**src/rtl/locked_mult_key_sequencer.sv**
```systemverilog
// -----------------------------------------------------------------------------
// locked_mult_key_sequencer
//
// Sequential front end for the 8x8 locked array multiplier. The block shifts a
// serial unlock key into a shadow register. It commits the finished key to the
// multiplier key bus in one step. It then feeds operand pairs to the multiplier
// and registers the product the multiplier returns. Operands and results both
// use valid/ready handshakes.
//
// Parameters
//   KEY_W     unlock key width (serial bits per full load)
//   OP_W      operand width; product width is 2*OP_W
//   KEY_LOCK  1: the key can be written once until reset; 0: reload from ARMED
//
// Ports
//   clk_i, rst_i       clock, asynchronous active-high reset
//   key_load_i         start or restart a serial key load
//   key_bit_i          serial key bit, MSB first, sampled when key_bit_valid_i
//   key_ready_o        committed key is on keyinput_o
//   err_o              one-cycle pulse after an illegal request
//   in_valid_i/in_ready_o, op1_i, op2_i     operand handshake
//   operand1_o, operand2_o, keyinput_o      multiplier drive
//   mult_result_i                           multiplier product (combinational)
//   out_valid_o/out_ready_i, result_o       registered product handshake
// -----------------------------------------------------------------------------
module locked_mult_key_sequencer #(
    parameter int KEY_W    = 64,
    parameter int OP_W     = 8,
    parameter bit KEY_LOCK = 1'b1
) (
    input  logic              clk_i,
    input  logic              rst_i,
    input  logic              key_load_i,
    input  logic              key_bit_i,
    input  logic              key_bit_valid_i,
    output logic              key_ready_o,
    output logic              err_o,
    input  logic              in_valid_i,
    output logic              in_ready_o,
    input  logic [OP_W-1:0]   op1_i,
    input  logic [OP_W-1:0]   op2_i,
    output logic [OP_W-1:0]   operand1_o,
    output logic [OP_W-1:0]   operand2_o,
    output logic [KEY_W-1:0]  keyinput_o,
    input  logic [2*OP_W-1:0] mult_result_i,
    output logic              out_valid_o,
    input  logic              out_ready_i,
    output logic [2*OP_W-1:0] result_o
);

    typedef enum logic [2:0] {
        NOKEY,
        LOADING,
        ARMED,
        ISSUE,
        HOLD
    } state_t;

    localparam int              CNT_W    = $clog2(KEY_W);
    localparam logic [CNT_W-1:0] LAST_BIT = CNT_W'(KEY_W - 1);

    state_t             state_q, state_d;
    logic [KEY_W-1:0]   shadow_q, shadow_d, shadow_shift;
    logic [CNT_W-1:0]   cnt_q, cnt_d;
    logic [KEY_W-1:0]   key_d;
    logic [OP_W-1:0]    op1_d, op2_d;
    logic [2*OP_W-1:0]  result_d;
    logic               key_ready_d, out_valid_d, err_d;
    logic               handshake;

    // Operands are accepted only from ARMED. This is a pure decode of the
    // state register, so it carries no combinational path from any input.
    assign in_ready_o   = (state_q == ARMED);
    assign handshake    = in_valid_i & in_ready_o;
    assign shadow_shift = {shadow_q[KEY_W-2:0], key_bit_i};

    // NOTE: every signal gets its hold value before the case statement. A
    // branch that forgets an assignment then keeps the register value and
    // does not infer a latch.
    always_comb begin
        state_d     = state_q;
        shadow_d    = shadow_q;
        cnt_d       = cnt_q;
        key_d       = keyinput_o;
        op1_d       = operand1_o;
        op2_d       = operand2_o;
        result_d    = result_o;
        key_ready_d = key_ready_o;
        out_valid_d = out_valid_o;
        err_d       = 1'b0;

        case (state_q)
            NOKEY: begin
                if (in_valid_i) begin
                    err_d = 1'b1;
                end
                if (key_load_i) begin
                    state_d  = LOADING;
                    cnt_d    = '0;
                    shadow_d = '0;
                end
            end

            LOADING: begin
                key_ready_d = 1'b0;
                // A restart takes priority over a key bit in the same cycle,
                // so the new key never carries a stale first bit.
                if (key_load_i) begin
                    cnt_d    = '0;
                    shadow_d = '0;
                end else if (key_bit_valid_i) begin
                    shadow_d = shadow_shift;
                    if (cnt_q == LAST_BIT) begin
                        // The key bus changes only here, in one step. It
                        // keeps the old key for the whole load.
                        key_d       = shadow_shift;
                        key_ready_d = 1'b1;
                        cnt_d       = '0;
                        state_d     = ARMED;
                    end else begin
                        cnt_d = cnt_q + CNT_W'(1);
                    end
                end
            end

            ARMED: begin
                if (handshake) begin
                    op1_d   = op1_i;
                    op2_d   = op2_i;
                    state_d = ISSUE;
                    // If a key load arrives with an operand, the operand wins.
                    // The load is dropped and flagged.
                    if (key_load_i) begin
                        err_d = 1'b1;
                    end
                end else if (key_load_i) begin
                    if (KEY_LOCK) begin
                        err_d = 1'b1;
                    end else begin
                        state_d     = LOADING;
                        cnt_d       = '0;
                        shadow_d    = '0;
                        key_ready_d = 1'b0;
                    end
                end
            end

            ISSUE: begin
                // One cycle lets the multiplier settle on the new operands.
                result_d    = mult_result_i;
                out_valid_d = 1'b1;
                state_d     = HOLD;
            end

            HOLD: begin
                if (out_ready_i) begin
                    out_valid_d = 1'b0;
                    state_d     = ARMED;
                end
            end

            default: begin
                state_d = NOKEY;
            end
        endcase
    end

    // NOTE: all sequential state uses non-blocking assignments. Every
    // register then samples its pre-edge value, whatever order the
    // statements are in.
    always_ff @(posedge clk_i or posedge rst_i) begin
        if (rst_i) begin
            state_q     <= NOKEY;
            // NOTE: the shadow key register is cleared on reset like every
            // other register. Partial key material must not survive a reset.
            shadow_q    <= '0;
            cnt_q       <= '0;
            keyinput_o  <= '0;
            operand1_o  <= '0;
            operand2_o  <= '0;
            result_o    <= '0;
            key_ready_o <= 1'b0;
            out_valid_o <= 1'b0;
            err_o       <= 1'b0;
        end else begin
            state_q     <= state_d;
            shadow_q    <= shadow_d;
            cnt_q       <= cnt_d;
            keyinput_o  <= key_d;
            operand1_o  <= op1_d;
            operand2_o  <= op2_d;
            result_o    <= result_d;
            key_ready_o <= key_ready_d;
            out_valid_o <= out_valid_d;
            err_o       <= err_d;
        end
    end

endmodule

```
**config.mk**
```make
export PLATFORM = sky130hd
export DESIGN_NAME = locked_mult_key_sequencer
export DESIGN_NICKNAME = d
export VERILOG_FILES = /design/src/rtl/locked_mult_key_sequencer.sv
export SDC_FILE = /design/constraint.sdc
export NUM_CORES = 1
export LEC_CHECK = 0
export ABC_AREA = 1
export CAP_MARGIN = 10
export CORE_MARGIN = 3
export CORE_UTILIZATION = 25
export DETAILED_ROUTE_END_ITERATION = 8
export PLACE_DENSITY = 0.5
export REMOVE_ABC_BUFFERS = 1
export SETUP_SLACK_MARGIN = 0.05
export SLEW_MARGIN = 20
export SYNTH_ARGS = -nofsm -noshare
export SYNTH_HDL_FRONTEND = slang
export SYNTH_SLANG_ARGS = --single-unit
```
**constraint.sdc**
```tcl
create_clock -name clk_i -period 5.2 [get_ports clk_i]
set_input_delay 0.52 -clock clk_i [delete_from_list [all_inputs] [get_ports clk_i]]
set_output_delay 0.52 -clock clk_i [all_outputs]
set_load 0.01 [all_outputs]
```
==> impl_results.md <==
* Period Utilization, post-route at 50.8%
* Fin area at ~8900 um2
* Setup-failing EPs final at 0
* Clock transition at path regs at roughly 0.060 ns
* CTS H-tree lvls at 4
* DRC Markers at 0
* Critical path capture point type: output pin
* Yosys cell types at 22
* Final core occ at around a third
* Clock latency on the worst-skew pair at 0.42 ns
* Drt first pass iters at 6
* First-pass GRT wire length at 25600 um
* Die height at about 170 um
* Fraction of layout cells with a size suffix above 1 at under 10%
* Vias per cell at around 4.2
* Clock tree buffer depth at 2
* Worst Max-Slew Pin Slew at between 0.9 and 1 ns
* Critical Path AT at about 2.1 ns
* IO Port Bufs at between 100 and 150
* Max VDD drop at 0.000348 V
* Worst Setup SP: state_q[0]$_DFFE_PP0P_
* Flops & latches, synth at 171
* Worst min path class: reg -> reg
* # nets final at around 840
* CTS Sinks at approximately 170
* Dpl cell area at between 8000 and 9000 um2
* Area grow syn2layout at 33.2%
* Slowest CP cell: clkdlybuf4s50_1
* CTS tree: yes
* Worst slew margin at a little over a third
* Initial Util at roughly 26%
* Final Hold Vio Count at 0
* CP max FO at 18
* Register-to-Register Path Depth at 8
* Root buf cell: clkbuf_16
* Clock Skew at a little under 0.009 ns
* Leakage power total at 3.91 nW
* DRT antenna net count at 0
* Min Hold Slack at 0.472 ns
* Final GP Congestion at 0.734
* Syn avg cell area at between 9 and 10 um2
* Final Critical Period at 2.64 ns
* RSZ-0062 raised after global routing: no
* Max Slew Vio Count at 0
* PwrDens at approximately 440 nW/um2
* Fillers at approximately 2700
* FP Rows at 59
* Die Span X at between 150 and 200 um
* Pin count of the biggest net entering global routing at between 100 and 150
* Initial drt markers at around 270
* Vias in the first global route at 4835
* Crit start category: flip-flop
* Sequential share of the synthesized area at between 60% and 70%
* Most frequent cells in the layout: dfrtp_1, clkdlybuf4s50_1, nand2_1
* RR Startpoint: cnt_q[0]$_DFFE_PP0P_
* Antenna violations before repair at 0
* Die Area at about 29000 um2
* Clock buffer count from CTS at 17
* I/O Pins at approximately 140
* Min-delay src: operand2_o[6]$_DFFE_PP0P_
* ANT cells at 0
* Dpl hpwl at 9420 um
* Total Routing Usage GR at between 10% and 20%
* Netlist Area Pre-Place at between 6000 and 7000 um2
* Worst-path cell chain: nor2_2, nand2_1, inv_2, clkdlybuf4s50_1
* Total grt overflow at 0
* CORE AREA at approximately 26000 um2
* Req. time, crit path at between 4 and 5 ns
* Synth Instances at a little under 700
* Post-CTS Resized at 0
* Slowest stage delay, CP at about 0.6 ns
* TNS Setup at 0 ns
* Most common cell after layout, fill and taps aside: dfrtp_1
* Reg2reg end: keyinput_o[28]$_DFFE_PP0P_
* Per-cell routed wire length at 13.4 um
* Max_cap viols at 0
* Post-CTS Setup Repair Bufs at 0
* Crit Path Category: reg -> out
* Syn. warnings at 0
* CTS Hold Bufs at 0
* Post-Route WL at between 15000 and 20000 um
* Total number of vias at roughly 4800
* Status: completed
* Crit path capture: in_ready_o
* FMAX at around 0.38 GHz
* R2R Setup Slk at around 2.8 ns
## logic make-up after synthesis
| family | Yosys count | synth area share, % |
|---|---|---|
| AND/OR/NAND/NOR | 239 | 15.7 |
| flip-flops | 171 | 63.7 |
| AO/OA/AOI/OAI | 131 | 9.97 |
| buffers and inverters | 123 | 7.70 |
| multiplexers | 16 | 2.68 |
| adder cells (fa/ha/maj) | 1 | 0.186 |
## critical path, delay by kind of cell, from the launching register on
kind | cells | cell delay (ns)
buffers and inverters | 2 | 0.89
DFF | 1 | 0.43
and+or+nand+nor | 2 | 0.38
## metrics by stage
| stage | cells | power (W) | setup WS (ns) |
|---|---|---|---|
| after CTS | 1147 | 0.00404 | 2.52 |
| after floorplan | 641 | 0.00218 | 0.0482 |
| final | 1147 | 0.00396 | 2.56 |
| after detailed placement | 1118 | 0.00273 | 2.59 |
| after global routing | 1147 | 0.00421 | 2.42 |
| after global placement | 1118 | 0.00271 | 2.51 |
## cell type report
cell class | count | area [um2] | area share, %
clock buffers | 23 | 498 | 5.57
clock inverters | 6 | 87.6 | 0.979
inverters | 83 | 317 | 3.54
multi-input cells | 387 | 1930 | 21.6
flip-flops and latches | 171 | 4280 | 47.8
well taps | 335 | 419 | 4.69
repair buffers | 142 | 1410 | 15.8
## Yosys cell counts, drive strengths merged
library cell / n / area, um2
a21oi: 1 / 5.00
nand4: 1 / 6.26
clkbuf: 16 / 60.1
dfrtp: 171 / 4280
ha: 1 / 12.5
o21a: 1 / 7.51
o21ai: 129 / 657
buf: 24 / 145
inv: 83 / 312
nand3: 95 / 480
nand2: 130 / 498
mux2: 16 / 180
nor2: 13 / 71.3
## registers in the layout (all words and copies together) (netlist names)
| name | count |
|---|---|
| keyinput_o | 64 |
| shadow_q | 63 |
| result_o | 16 |
| operand1_o | 8 |
| operand2_o | 8 |
| cnt_q | 6 |
| state_q | 3 |
| err_o | 1 |
| key_ready_o | 1 |
| out_valid_o | 1 |
## routing by layer
| metal | vias to the layer above | wire [um] | part of all wire [%] | track usage [%] |
|---|---|---|---|---|
| met2 | 74 | 7060 | 46 | 16.5 |
| met1 | 2313 | 7550 | 49 | 15.6 |
| met3 | 12 | 553 | 3.6 | 2.88 |
| met4 | 0 | 219 | 1.4 | 3.84 |
| li1 | 2443 | - | - | - |
| met5 | - | 0 | 0 | 0 |
## power breakdown
group | total, W | switching (W) | internal, W
clock | 0.00129 | 0.000524 | 0.000764
combinational | 0.00107 | 0.000607 | 0.000459
sequential | 0.00161 | 0.0000984 | 0.00151
total | 0.00396 | 0.00123 | 0.00273
## worst min-delay path by stage
stage / slack (ns) / endpoint / depth (start not counted)
2_1_floorplan: 0.47 / cnt_q[1]$_DFFE_PP0P_ / 2
3_3_place_gp: 0.45 / operand1_o[5]$_DFFE_PP0P_ / 2
3_5_place_dp: 0.46 / operand2_o[6]$_DFFE_PP0P_ / 2
4_1_cts: 0.47 / operand2_o[6]$_DFFE_PP0P_ / 2
5_1_grt: 0.49 / operand2_o[6]$_DFFE_PP0P_ / 2
6_report: 0.47 / operand2_o[6]$_DFFE_PP0P_ / 2
No activity file was read; power rests on OpenSTA's default activity.
==> RTL change (config.mk and constraints unchanged) <==
Register the output `err_o` once more, with the module's reset; this adds one clock of latency there. The other outputs are not delayed to match. Comments in the files are not updated.
--- a/src/rtl/locked_mult_key_sequencer.sv
+++ b/src/rtl/locked_mult_key_sequencer.sv
@@ -60,4 +60,6 @@
     localparam logic [CNT_W-1:0] LAST_BIT = CNT_W'(KEY_W - 1);
 
+    logic err_s0;
+
     state_t             state_q, state_d;
     logic [KEY_W-1:0]   shadow_q, shadow_d, shadow_shift;
@@ -182,5 +184,5 @@
             key_ready_o <= 1'b0;
             out_valid_o <= 1'b0;
-            err_o       <= 1'b0;
+            err_s0      <= 1'b0;
         end else begin
             state_q     <= state_d;
@@ -193,8 +195,16 @@
             key_ready_o <= key_ready_d;
             out_valid_o <= out_valid_d;
-            err_o       <= err_d;
+            err_s0      <= err_d;
         end
     end
 
+    always_ff @(posedge clk_i or posedge rst_i) begin
+        if (rst_i) begin
+            err_o <= '0;
+        end else begin
+            err_o <= err_s0;
+        end
+    end
+
 endmodule
 
Formal check against the unedited RTL: not equivalent (Yosys sat finds a counterexample within 4 cycles, from zero or initial values and one cycle with rst_i high).
==> RTL change against the unedited design <==
  * Power down 4.8%
  * Largest power group unchanged
  * Sequential cell count up 1
  * Critical path depth unchanged
  * Final area down 1.3%
  * Setup slack worse by 0.094 ns
  * Highest routed layer unchanged
  * Sequential share of layout area up 0.90 points
  * Wire length down 1.9%
  * Synthesized area down 2.4%
  * Via count down 5.5%
  * Synthesized cell count down 8.5%
  * Critical path type unchanged
==> RTL change: results (changes against the unedited design) <==
metric	value	unit	change
drt pass-1 iters	4		was 6
Final nets	791		was 842
largest cells by area after synthesis	dfrtp_1, nand2_1, o21ai_0, inv_1, o22ai_1		was dfrtp_1, o21ai_0, nand2_1, nand3_1, inv_1
LEAKAGE	3.759	nW	was 3.906 nW
H-tree levels	4		unchanged
worst hold path class	reg -> reg		unchanged
drt wl/cell	13.80	µm	was 13.41 µm
hpwl dp	9.306	mm	was 9.418 mm
startpoint of the worst hold path	err_s0$_DFF_PP0_		was operand2_o[6]$_DFFE_PP0P_
Largest stage delay, worst path	0.61	ns	
CTS resizes	0		unchanged
PortBufs	138		unchanged
Synth cell types	26		was 22
fill cell count	2570		was 2688
dpl cell area	0.008239	mm²	was 0.008361 mm²
RD Place Congestion	0.7090		was 0.7335
CTS Buffer Depth	2		unchanged
VDD IR max	0.0002605	V	was 0.0003477 V
Hold Path Depth	0		was 2
gr usage total	10.94	%	was 11.03%
root buffer cell	clkbuf_16		unchanged
RR Endpoint	keyinput_o[23]$_DFFE_PP0P_		was keyinput_o[28]$_DFFE_PP0P_
CP startpoint	state_q[0]$_DFFE_PP0P_		unchanged
via count	4575		was 4842
Reg clk slew, reported paths	0.07	ns	
Worst Path Arrival	2.22	ns	was 2.12 ns
Post-synth ARST share	100.0	%	unchanged
largest net degree at the start of global routing	134		was 138
YS warnings	0		unchanged
Final TNS setup	0	ns	unchanged
r2r startpoint	state_q[1]$_DFFE_PP0P_		was cnt_q[0]$_DFFE_PP0P_
DR iter-0 viols	258		was 273
Skew-Pair Late Insertion Delay	0.42	ns	about the same
Top Registers	keyinput_o x64, shadow_q x63, result_o x16		unchanged
post-synthesis sequential area ratio	65.66	%	was 63.73%
Worst R2R Setup Slack	2.82	ns	was 2.79 ns
Rel. slew slack	34.85	%	was 35.74%
status	complete, no violations		unchanged
Hold EP	err_o$_DFF_PP0_		was operand2_o[6]$_DFFE_PP0P_
synth cell count leaders	dfrtp_1, nand2_1, inv_1, o21ai_0, nand3_1		was dfrtp_1, nand2_1, o21ai_0
slowest stage cell on the critical path	clkdlybuf4s50_1		unchanged
first-pass GRT wire length	25.10	mm	was 25.56 mm
CTS Buf Count	17		unchanged
CP Max Fanout	18		unchanged
vias in the first global route	4700		was 4835
Worst Skew	0.009307	ns	was 0.008871 ns
post-CTS setup buffers	0		unchanged
initial antenna violation count	0		unchanged
area grow syn2layout	34.74	%	was 33.25%
# diodes	0		unchanged
R2R depth	7		was 8
layout cells sized above 1	9.162	%	was 7.882%
[RTL change: cell types whose count changed in the layout (fill, tap and decap cells not counted), moves of 3 or more]
cell and delta:
o22ai_2 +10, nor2_1 +3, o21ai_2 -3, o21ai_1 -12
nand2_1 -4, nand3_1 -47, o22ai_1 +38, inv_1 -9
o21ai_0 -28, nor2_2 -3
[RTL change: kinds of logic after synthesis]
logic type               count (synthesis)  synth area share (%)
AND/OR/NAND/NOR                        190                 12.31
buffers and inverters                  108                 6.776
flip-flops                             172                 65.66
XOR/XNOR                                 1                0.1336
AO/OA/AOI/OAI                          135                 12.18
adder cells (fa/ha/maj)                  1                0.1908
multiplexers                            16                 2.749
[RTL change: report_power, final]
group / total [W] / switching [W] / internal [W] / leakage [nW]
sequential: 0.00157 / 0.0000796 / 0.00149 / 2.33
clock: 0.00127 / 0.000554 / 0.000716 / 0.275
combinational: 0.000935 / 0.000541 / 0.000394 / 1.15
total: 0.00377 / 0.00117 / 0.00260 / 3.76
[RTL change: cell type report]
| cell class | instances | share of cell area, % |
|---|---|---|
| Inverter | 75 | 3.272 |
| Tap cell | 330 | 4.675 |
| Multi-Input combinational cell | 343 | 20.68 |
| Sequential cell | 172 | 48.73 |
| Clock buffer | 21 | 5.440 |
| Clock inverter | 11 | 1.218 |
| Timing Repair Buffer | 142 | 15.98 |
[RTL change: critical path: cells and delay by family (launching register included)]
kind                   cells  cell delay [ns]
and+or+nand+nor            2             0.42
DFF                        1             0.43
buffers and inverters      2             0.94
[RTL change: worst max-delay path by stage]
stage | cells past startpoint | end
floorplan | 1 | cnt_q[0]$_DFFE_PP0P_
global placement | 9 | cnt_q[0]$_DFFE_PP0P_
detailed placement | 9 | cnt_q[0]$_DFFE_PP0P_
CTS | 4 | in_ready_o
global route | 4 | in_ready_o
finish | 4 | in_ready_o
[RTL change: metrics by stage]
step	worst slack [ns]	hold WS [ns]	total power, W	cells
2_1_floorplan	0.01986	0.3312	0.002073	590
3_3_place_gp	2.343	0.3372	0.002539	1062
3_5_place_dp	2.328	0.3404	0.002545	1062
4_1_cts	2.427	0.3557	0.003838	1094
5_1_grt	2.236	0.3656	0.003997	1094
6_report	2.462	0.3583	0.003772	1094
[RTL change: routing by layer]
metal / track usage (%) / routed length (µm) / vias up
met5: 0 / 0 / -
met4: 3.842 / 221 / 0
met3: 2.231 / 378 / 13
met2: 17.70 / 7115 / 57
met1: 14.66 / 7377 / 2194
li1: - / - / 2311
